**src/rtl/alu_share_arbiter.sv**
```systemverilog
// alu_share_arbiter
//   Lets two requesters share one combinational ALU. Port 0 is the core
//   datapath and port 1 is an auxiliary/debug unit. One transaction is in
//   flight at a time. The block latches the operands, drives the ALU for one
//   cycle, registers the result and flag, and returns them on a per-port
//   response handshake. Arbitration between the ports is round-robin.
//
// Ports:
//   clk, rst                   clock (rising edge) and asynchronous active-low reset
//   reqN_valid/ready           request handshake for port N (N = 0, 1)
//   reqN_a, reqN_b, reqN_op    request operands and opcode for port N
//   rspN_valid/ready           response handshake for port N
//   rspN_result, rspN_flag     registered ALU result and flag (shared by both ports)
//   alu_a, alu_b, alu_op       latched operands driven to the external ALU
//   alu_result, alu_flag       combinational ALU outputs
module alu_share_arbiter #(
  parameter int DATA_W = 32,
  parameter int OP_W   = 5
) (
  input  logic              clk,
  input  logic              rst,
  input  logic              req0_valid,
  output logic              req0_ready,
  input  logic [DATA_W-1:0] req0_a,
  input  logic [DATA_W-1:0] req0_b,
  input  logic [OP_W-1:0]   req0_op,
  input  logic              req1_valid,
  output logic              req1_ready,
  input  logic [DATA_W-1:0] req1_a,
  input  logic [DATA_W-1:0] req1_b,
  input  logic [OP_W-1:0]   req1_op,
  output logic              rsp0_valid,
  input  logic              rsp0_ready,
  output logic [DATA_W-1:0] rsp0_result,
  output logic              rsp0_flag,
  output logic              rsp1_valid,
  input  logic              rsp1_ready,
  output logic [DATA_W-1:0] rsp1_result,
  output logic              rsp1_flag,
  output logic [DATA_W-1:0] alu_a,
  output logic [DATA_W-1:0] alu_b,
  output logic [OP_W-1:0]   alu_op,
  input  logic [DATA_W-1:0] alu_result,
  input  logic              alu_flag
);

  typedef enum logic [1:0] {
    IDLE = 2'd0,
    EXEC = 2'd1,
    RESP = 2'd2
  } state_t;

  state_t            state;
  logic              gnt;
  logic              last;
  logic [DATA_W-1:0] op_a;
  logic [DATA_W-1:0] op_b;
  logic [OP_W-1:0]   op_code;
  logic [DATA_W-1:0] res;
  logic              flg;

  logic sel_any;
  logic sel;

  // Round-robin pick: a lone requester wins outright; under contention the
  // port that did not own the last completed transaction wins.
  always_comb begin
    sel_any = req0_valid | req1_valid;
    sel     = 1'b0;
    if (req0_valid && req1_valid) sel = ~last;
    else if (req1_valid)          sel = 1'b1;
  end

  // Qualified with rst so that no ready is visible while reset is held.
  assign req0_ready = rst && (state == IDLE) && req0_valid && !sel;
  assign req1_ready = rst && (state == IDLE) && req1_valid &&  sel;

  assign rsp0_valid  = (state == RESP) && !gnt;
  assign rsp1_valid  = (state == RESP) &&  gnt;
  assign rsp0_result = res;
  assign rsp1_result = res;
  assign rsp0_flag   = flg;
  assign rsp1_flag   = flg;

  // The ALU only ever sees latched operands, never live request inputs.
  assign alu_a  = op_a;
  assign alu_b  = op_b;
  assign alu_op = op_code;

  always_ff @(posedge clk or negedge rst) begin
    if (!rst) begin
      state   <= IDLE;
      gnt     <= 1'b0;
      last    <= 1'b1;
      op_a    <= '0;
      op_b    <= '0;
      op_code <= '0;
      res     <= '0;
      flg     <= 1'b0;
    end else begin
      case (state)
        IDLE: begin
          // Any valid request in IDLE is handshaken by construction of ready.
          if (sel_any) begin
            op_a    <= sel ? req1_a  : req0_a;
            op_b    <= sel ? req1_b  : req0_b;
            op_code <= sel ? req1_op : req0_op;
            gnt     <= sel;
            state   <= EXEC;
          end
        end
        EXEC: begin
          res   <= alu_result;
          flg   <= alu_flag;
          state <= RESP;
        end
        RESP: begin
          if (gnt ? rsp1_ready : rsp0_ready) begin
            last  <= gnt;
            state <= IDLE;
          end
        end
        default: state <= IDLE;
      endcase
    end
  end

endmodule

```
**config.mk**
```make
export PLATFORM = sky130hd
export DESIGN_NAME = alu_share_arbiter
export DESIGN_NICKNAME = d
export VERILOG_FILES = /design/src/rtl/alu_share_arbiter.sv
export SDC_FILE = /design/constraint.sdc
export NUM_CORES = 1
export LEC_CHECK = 0
export ABC_AREA = 1
export CORE_ASPECT_RATIO = 1.75
export CORE_MARGIN = 2
export CORE_UTILIZATION = 31
export DETAILED_ROUTE_END_ITERATION = 10
export GPL_TIMING_DRIVEN = 0
export PLACE_DENSITY = 0.78
export SLEW_MARGIN = 15
export SYNTH_ARGS = -nofsm -noshare
export SYNTH_HDL_FRONTEND = slang
export SYNTH_SLANG_ARGS = --single-unit
export TNS_END_PERCENT = 5
```
**constraint.sdc**
```tcl
create_clock -name clk -period 1.7 [get_ports clk]
set_input_delay 0.17 -clock clk [delete_from_list [all_inputs] [get_ports clk]]
set_output_delay 0.17 -clock clk [all_outputs]
set_load 0.05 [all_outputs]
```
==> results.cfg <==
[placed_design]
portBuffers = 314
dpl.cell_count = 1345
post_dp_cell_area_um2 = 9110
place_hpwl_um = 15400
gp_congestion = 0.921

[setup_path]
worstSetupEndpointType = primary output
slowest_delay_ns = 0.59
cp_max_fo = 3
crit_chain = nand2_8 -> nand2_8 -> buf_8 -> nand2_4 -> nor2_4 -> buf_8
path_class = register to primary output
critical_path.startpoint_type = register
critPathRequiredTime_ns = 1.53
cp_data_arrival_time_ns = 1.53
cp_slowest_cell = dfstp_2

[timing]
rsz0062_at_grt = yes
period_needed_ns = 1.70
finClkSkew_ns = 0.00590
setup_slack_ns = -0.00231
holdWs_ns = -0.290
max_freq_ghz = 0.587
fin_crit_sh_pct = 100
hold_viol = 50
final_max_slew_viol_count = 0
finalSetupViolCount = 1
tightest_slew_ns = 0.578
relSlewSlack_pct = 61.6

[power]
vdd_drop_max_v = 0.00145
p_leak_nw = 5.36
powerDensity_nw_per_um2 = 2070

[drt]
viasPerCell = 4.41
drt_iter0_drc = 229
drc = 0
first_pass_iters = 5
wl_um = 19600
vias = 6028
wl_per_cell_um = 14.3
ant_nets = 0

[synth]
synth.most_common_cell = nand2_1
async_flop_share_pct = 100
yosys-top-cells-count = nand2_1, nand3_1, inv_1
synth_area_leader_cell = dfrtp_1
synth_cell_types = 16
synth_area_um2 = 5640
synth-seq-cells = 106
synth.yosys.seq_area_share_pct = 47.0
ys.warnings.count = 0
synthTopCellsByArea = dfrtp_1, nand2_1, nand3_1
synthFlopType = dfrtp_1
synth-edff-count = 0
synth_top_area_share_pct = 46.6
avgSynthCellArea_um2 = 7.09
synth_cells = 796
synth_fp_nets = 973

[floorplan]
core_um2 = 18000
fp-row-count = 65
dieArea_um2 = 19300
start_util_pct = 31.4
io_pins = 316
die_h_um = 182
die_width_um = 106

[worst_hold_path]
min_path_type = input pin to asynchronous set/reset pin

[global_route]
grt_overflow = 0
grt.total_usage_pct = 19.9
grt_pass1_vias = 5711
grt_util_met3_pct = 3.57
grt-busiest-layer = met2
grt_max_degree = 58
grt_pass1_wl_um = 30000
antenna_found_initial = 0
grtUsageMet1_pct = 22.3
grt_util_met2_pct = 36.8

[final_layout]
postLayoutCellArea_um2 = 9360
fin_cells = 1366
fillers = 1757
nNetsFinal = 1304
multiInputGateArea_um2 = 2040
num_antenna_cells = 0
regArea_um2 = 2650
syn_to_final_growth_pct = 66.0
final_util_pct = 52.1
drive_above_1_share_pct = 11.7

[clocking]
htree_levels = 3
worstSkewPairLatency_ns = 0.34
cts_tree = built
cts_root_buffer = clkbuf_16
numCtsBuffers = 9
cts.path.max_buffers = 2
cts_sinks = 106
path_clk_slew_ns = 0.08

[job]
drv_cap = 0

[status]
outcome = finished, violations left
violations = hold timing, setup timing
[area by class of cell]
cell class	count	share of cell area, %
clock buffer	10	2.55
multi-input combinational	469	21.8
tap	234	3.13
timing repair buffer	320	32.8
sequential	106	28.3
buffer	79	5.10
inverter	142	5.69
clock inverter	6	0.508
[per-layer routing]
metal	part of all wire, %	routed length, um
met5	0	0
met4	3.3	637
met3	5.2	1030
met2	54	10600
met1	38	7360
[report_power, final]
| group | switching (mW) | total [mW] | internal [mW] |
|---|---|---|---|
| logic | 9.06 | 12.8 | 3.72 |
| registers | 0.796 | 4.61 | 3.81 |
| clock network | 0.979 | 2.03 | 1.05 |
[what timing repair did]
action	in CTS	in global routing
hold endpoints to repair	50	50
buffers inserted	3	2
resized for setup	150	33
endpoints found under the setup margin	123	29
pin swaps	1	2
[placed cells by master (no fill, tap or decap), types with 2 or more instances in the layout]
cell type,Yosys,final
nand2_8,0,2
nor2_1,7,3
nor2_2,0,3
nand2_1,285,284
buf_6,0,3
clkbuf_16,0,9
clkdlybuf4s50_1,0,174
buf_4,34,70
buf_2,29,25
nand3_1,171,171
buf_1,2,2
clkbuf_4,0,3
nor2_4,1,2
buf_8,0,3
dfrtp_1,105,105
clkbuf_1,14,14
inv_6,0,3
dlymetal6s2s_1,0,16
inv_1,141,141
dlygate4sd2_1,0,88
[state kept, by name (all words and copies together), names as in the netlist]
register     flops
gnt              1
rsp0_result     32
alu_b           32
state            2
alu_a           32
last             1
rsp0_flag        1
alu_op           5
[final timing paths]
check                      slack, ns  startpoint  cells after the start          to
max in group asynchronous       1.31         rst                      2        last
setup / recovery              -0.002        last                      6  req0_ready
hold / removal                 -0.29         rst                      1    alu_b[0]
min in group clk                0.37  rsp1_ready                      3        last
hold reg to reg                 0.48    alu_a[3]                      2    alu_a[3]
setup reg to reg                0.08        last                      7   alu_b[27]
[critical path: cells and delay by family (launching register included)]
kind          cells  cell delay, ns
buf+inv           2            0.26
simple gates      4            0.33
flops             1            0.59
[per-stage QoR]
stage	setup WS (ns)	setup TNS [ns]	power, mW	hold slack, ns
global placement	-4.28	-413.18	18.1	0.463
CTS	-0.0938	-0.0938	19.6	-0.226
finish	-0.00231	-0.00231	19.4	-0.290
global route	-0.0624	-0.0866	20.6	-0.262
detailed placement	-1.03	-12.94	18.3	0.163
floorplan	0.0944	0	13.5	-0.126
[kinds of logic (layout without fill, tap and decap cells)]
| group | after synthesis | count (layout) | synth area share (%) |
|---|---|---|---|
| flops | 106 | 106 | 47.0 |
| compound gates | 3 | 3 | 0.333 |
| simple gates | 466 | 466 | 35.0 |
| buf+inv | 221 | 557 | 17.6 |
Power figures use the tool's default switching activity.
